[src/rtl/crc32_packet_gen.sv]
// Transmit-side CRC-32 stage: forwards payload words through a one-deep output
// register and appends one inverted-CRC trailer word after each packet.
module crc32_packet_gen #(
    parameter int MAX_WORDS = 1024,
    parameter int CNT_W     = 16
) (
    input  logic             clk,
    input  logic             reset,
    input  logic [31:0]      s_data,
    input  logic             s_valid,
    input  logic             s_last,
    output logic             s_ready,
    output logic [31:0]      m_data,
    output logic             m_valid,
    output logic             m_crc,
    input  logic             m_ready,
    output logic             busy,
    output logic             len_err,
    output logic [CNT_W-1:0] pkt_count
);

    localparam int          WC_W = $clog2(MAX_WORDS) + 1;
    localparam logic [31:0] POLY = 32'hEDB88320;

    typedef enum logic {DATA, TRAIL} state_t;

    state_t          state;
    state_t          state_next;
    logic [31:0]     crc_reg;
    logic [31:0]     crc_next;
    logic [31:0]     crc_final;
    logic [WC_W-1:0] word_cnt;
    logic            free;
    logic            accept;
    logic            at_max;
    logic            load_trailer;

    // Reflected CRC-32 over one word, low byte first, fully unrolled in one cycle.
    function automatic logic [31:0] crc32_word(input logic [31:0] crc, input logic [31:0] word);
        logic [31:0] c;
        c = crc ^ word;
        for (int i = 0; i < 32; i++) begin
            c = c[0] ? ((c >> 1) ^ POLY) : (c >> 1);
        end
        return c;
    endfunction

    assign free         = !m_valid || m_ready;
    assign accept       = (state == DATA) && s_valid && free;
    assign load_trailer = (state == TRAIL) && free;
    assign at_max       = (word_cnt == WC_W'(MAX_WORDS - 1));
    assign crc_next     = crc32_word(crc_reg, s_data);
    assign crc_final    = crc_reg ^ 32'hFFFFFFFF;

    always_comb begin
        // NOTE: every output of this block gets a default first so no latch is inferred.
        state_next = state;
        s_ready    = 1'b0;
        case (state)
            DATA: begin
                s_ready = free;
                if (accept && (s_last || at_max)) begin
                    state_next = TRAIL;
                end
            end
            TRAIL: begin
                if (free) begin
                    state_next = DATA;
                end
            end
            default: state_next = DATA;
        endcase
    end

    // NOTE: sequential state uses non-blocking assignments so all registers update together.
    always_ff @(posedge clk or posedge reset) begin
        if (reset) begin
            state <= DATA;
        end else begin
            state <= state_next;
        end
    end

    always_ff @(posedge clk or posedge reset) begin
        if (reset) begin
            crc_reg   <= 32'hFFFFFFFF;
            word_cnt  <= '0;
            m_data    <= '0;
            m_valid   <= 1'b0;
            m_crc     <= 1'b0;
            busy      <= 1'b0;
            len_err   <= 1'b0;
            pkt_count <= '0;
        end else if (accept) begin
            m_data   <= s_data;
            m_valid  <= 1'b1;
            m_crc    <= 1'b0;
            crc_reg  <= crc_next;
            word_cnt <= word_cnt + WC_W'(1);
            busy     <= 1'b1;
            if (at_max && !s_last) begin
                len_err <= 1'b1;
            end
        end else if (load_trailer) begin
            // Trailer is the complement of the final-XORed CRC-32.
            m_data    <= ~crc_final;
            m_valid   <= 1'b1;
            m_crc     <= 1'b1;
            crc_reg   <= 32'hFFFFFFFF;
            word_cnt  <= '0;
            busy      <= 1'b0;
            pkt_count <= pkt_count + CNT_W'(1);
        end else if (free) begin
            m_valid <= 1'b0;
            m_crc   <= 1'b0;
        end
    end

endmodule

[config.mk]
export PLATFORM = sky130hd
export DESIGN_NAME = crc32_packet_gen
export DESIGN_NICKNAME = d
export VERILOG_FILES = /design/src/rtl/crc32_packet_gen.sv
export SDC_FILE = /design/constraint.sdc
export NUM_CORES = 1
export LEC_CHECK = 0
export CAP_MARGIN = 20
export CORE_ASPECT_RATIO = 1.75
export CORE_MARGIN = 2
export CORE_UTILIZATION = 57
export CTS_BUF_LIST = sky130_fd_sc_hd__clkbuf_16
export DETAILED_ROUTE_END_ITERATION = 8
export PLACE_DENSITY_LB_ADDON = 0.3
export SYNTH_ARGS = -nofsm -noshare
export SYNTH_HDL_FRONTEND = slang
export SYNTH_SLANG_ARGS = --single-unit
[constraint.sdc]
create_clock -name clk -period 4.75 [get_ports clk]
set_input_delay 1.425 -clock clk [delete_from_list [all_inputs] [get_ports clk]]
set_output_delay 1.425 -clock clk [all_outputs]
set_load 0.1 [all_outputs]
==> impl_metrics.json <==
{
  "grt_max_degree": 58,
  "ios": 90,
  "report.final.slew_viol_count": 0,
  "setup_viol": 0,
  "vias_per_cell": 5.38,
  "std_cell_rows": 54,
  "crit_type": "input port to flip-flop",
  "gp_congestion": 1.00,
  "ys_types": 34,
  "multiInputGateArea_um2": 4800,
  "drc": 0,
  "core_area_um2": 12500,
  "syn_to_final_growth_pct": 32.2,
  "start_kind": "input port",
  "fmax_mhz": 216,
  "layout_setup_ws_ns": 0.122,
  "cp_max_fo": 4,
  "worstPathArrival_ns": 4.90,
  "status": "complete, no violations",
  "synth-edff-count": 0,
  "clock-sinks": 96,
  "start_util": 0.584,
  "placed_area_um2": 9330,
  "drt_iter0_drc": 307,
  "grt_usage": 0.326,
  "finalClockSkew_ns": 0.00907,
  "firstDrtPassIters": 5,
  "max_stage_delay_ns": 0.48,
  "syn-num-nets": 668,
  "via_count": 5419,
  "clk_pin_slew_ns": 0.06,
  "synth_cells": 629,
  "min_path_type": "flip-flop to flip-flop",
  "critical-path-top-delay-family": "XOR/XNOR gates",
  "dp_slack_ns": -0.397,
  "period_minus_slack_ns": 4.63,
  "cp-end-kind": "flip-flop",
  "post_cts_buffers": 0,
  "drive_gt1_frac": 0.255,
  "finalInstanceArea_um2": 9660,
  "synthArstFlopShare": 1.00,
  "final.period_utilization": 0.974,
  "routedWlPerCell_um": 21.0,
  "synth_warnings": 0,
  "worstMarginPinSlew_ns": 1.18,
  "path_buf_inv": 2,
  "r2r_setup_slack_ns": 1.18,
  "clkLatencyLatePin_ns": 0.35,
  "fin_util": 0.773,
  "cap_violations": 0,
  "layout.nets": 872,
  "final-seq-area_um2": 2440,
  "portBuffers": 89,
  "die_y_um": 154,
  "cts_tree": "built",
  "relSlewSlack": 0.209,
  "cts_made_buffers": 9,
  "grt_pass1_vias": 5870,
  "h-tree-depth": 3,
  "fillers": 848,
  "final_cell_mix": "xnor2_1, buf_4, nand2_1",
  "place.detailed.hpwl_mm": 17.1,
  "ys_ff_latch": 96,
  "critPathRequiredTime_ns": 5.03,
  "ys_seq_area_frac": 0.334,
  "die_x_um": 89.6,
  "worst_path_max_delay_cell": "xor3_1",
  "syn_area_um2": 7310,
  "grt_antenna_before_repair": 1,
  "avgSynthCellArea_um2": 11.6,
  "ctsRootBufferMaster": "clkbuf_16",
  "synth_ff_type": "dfrtp_1",
  "rsz0062_at_grt": "no",
  "routed_wl_mm": 21.1,
  "grt_pass1_wl_mm": 32.4,
  "clock_path_buffers": 2,
  "final_common_cell": "xnor2_1",
  "ant_nets": 0,
  "finalSetupTns_ns": 0,
  "crit_chain": "clkdlybuf4s50_1, xnor2_2, xor3_1, buf_4, xor3_1, xor2_2, xor2_2, xnor3_1, xnor3_1, a21oi_1",
  "die_area_um2": 13800,
  "finalHoldViolCount": 0,
  "hold_buffers": 0,
  "overflow": 0
}
[metrics by stage]
step,hold WS (ns),std cells
6_report,0.477,1007
5_1_grt,0.508,1007
4_1_cts,0.480,1006
3_5_place_dp,0.462,990
3_3_place_gp,0.460,990
2_1_floorplan,0.450,629
[per-layer routing]
layer / GRT usage / wire length (um) / vias to the layer above
li1: - / - / 2542
met1: 0.329 / 7000 / 2660
met2: 0.592 / 11900 / 157
met3: 0.0558 / 814 / 60
met4: 0.195 / 1410 / 0
met5: 0 / 0 / -
[area by class of cell]
cell class / count / share of cell area
multi-input combinational: 508 / 0.497
sequential: 96 / 0.253
timing repair buffer: 216 / 0.196
clock buffer: 9 / 0.0233
tap: 168 / 0.0218
clock inverter: 7 / 0.00855
inverter: 2 / 0.000907
antenna: 1 / 0.000259
[cells in the mapped netlist (5+ instances only)]
| cell type | instances | area [um^2] |
|---|---|---|
| xor3_1 | 6 | 143 |
| clkbuf_1 | 22 | 82.6 |
| xnor2_2 | 9 | 146 |
| nand4_1 | 6 | 37.5 |
| nand2_1 | 91 | 342 |
| a22oi_1 | 33 | 248 |
| xnor3_1 | 52 | 1170 |
| nor3_1 | 16 | 80.1 |
| xnor2_1 | 138 | 1210 |
| xnor2_4 | 8 | 220 |
| xor2_1 | 36 | 315 |
| a21oi_1 | 12 | 60.1 |
| o21ai_1 | 6 | 30.0 |
| nor2_1 | 8 | 30.0 |
| xor2_2 | 5 | 81.3 |
| o21ai_0 | 35 | 175 |
| dfrtp_1 | 64 | 1600 |
| nand3_1 | 16 | 80.1 |
| xnor3_2 | 7 | 166 |
| dfstp_2 | 32 | 841 |
[final timing paths]
path,from,to,depth (start not counted)
max,s_data[11],crc_reg[22]$_DFFE_PP1P_,10
min,m_data[6]$_DFFE_PP0P_,m_data[6]$_DFFE_PP0P_,2
max reg2reg,crc_reg[11]$_DFFE_PP1P_,crc_reg[22]$_DFFE_PP1P_,9
min reg2reg,m_data[6]$_DFFE_PP0P_,m_data[6]$_DFFE_PP0P_,2
max in group asynchronous,reset,crc_reg[30]$_DFFE_PP1P_,3
min in group asynchronous,reset,pkt_count[13]$_DFFE_PP0P_,2
[tightest hold or removal path, stage by stage, from the launching register on]
cell,delay [ns]
dfrtp_1,0.34
nand2_1,0.05
nand2_1,0.05
[timing repair]
| item | in CTS | in global routing |
|---|---|---|
| endpoints found under the setup margin | 1 | 2 |
| endpoints found under the hold margin | 0 | 0 |
| resized for setup | 1 | 1 |
| pin swaps | 0 | 1 |
[cells by family after synthesis]
family | after synthesis | synth area share
xor gates and xnor gates | 264 | 0.483
DFF | 96 | 0.334
and+or+nand+nor | 151 | 0.0906
adders and majority gates | 2 | 0.00342
buffers and inverters | 25 | 0.0128
AOI/OAI and AO/OA | 89 | 0.0733
muxes | 2 | 0.00274
Power is not shown: default switching activity piles up to over one toggle a cycle in this logic, so the estimate is an artifact.
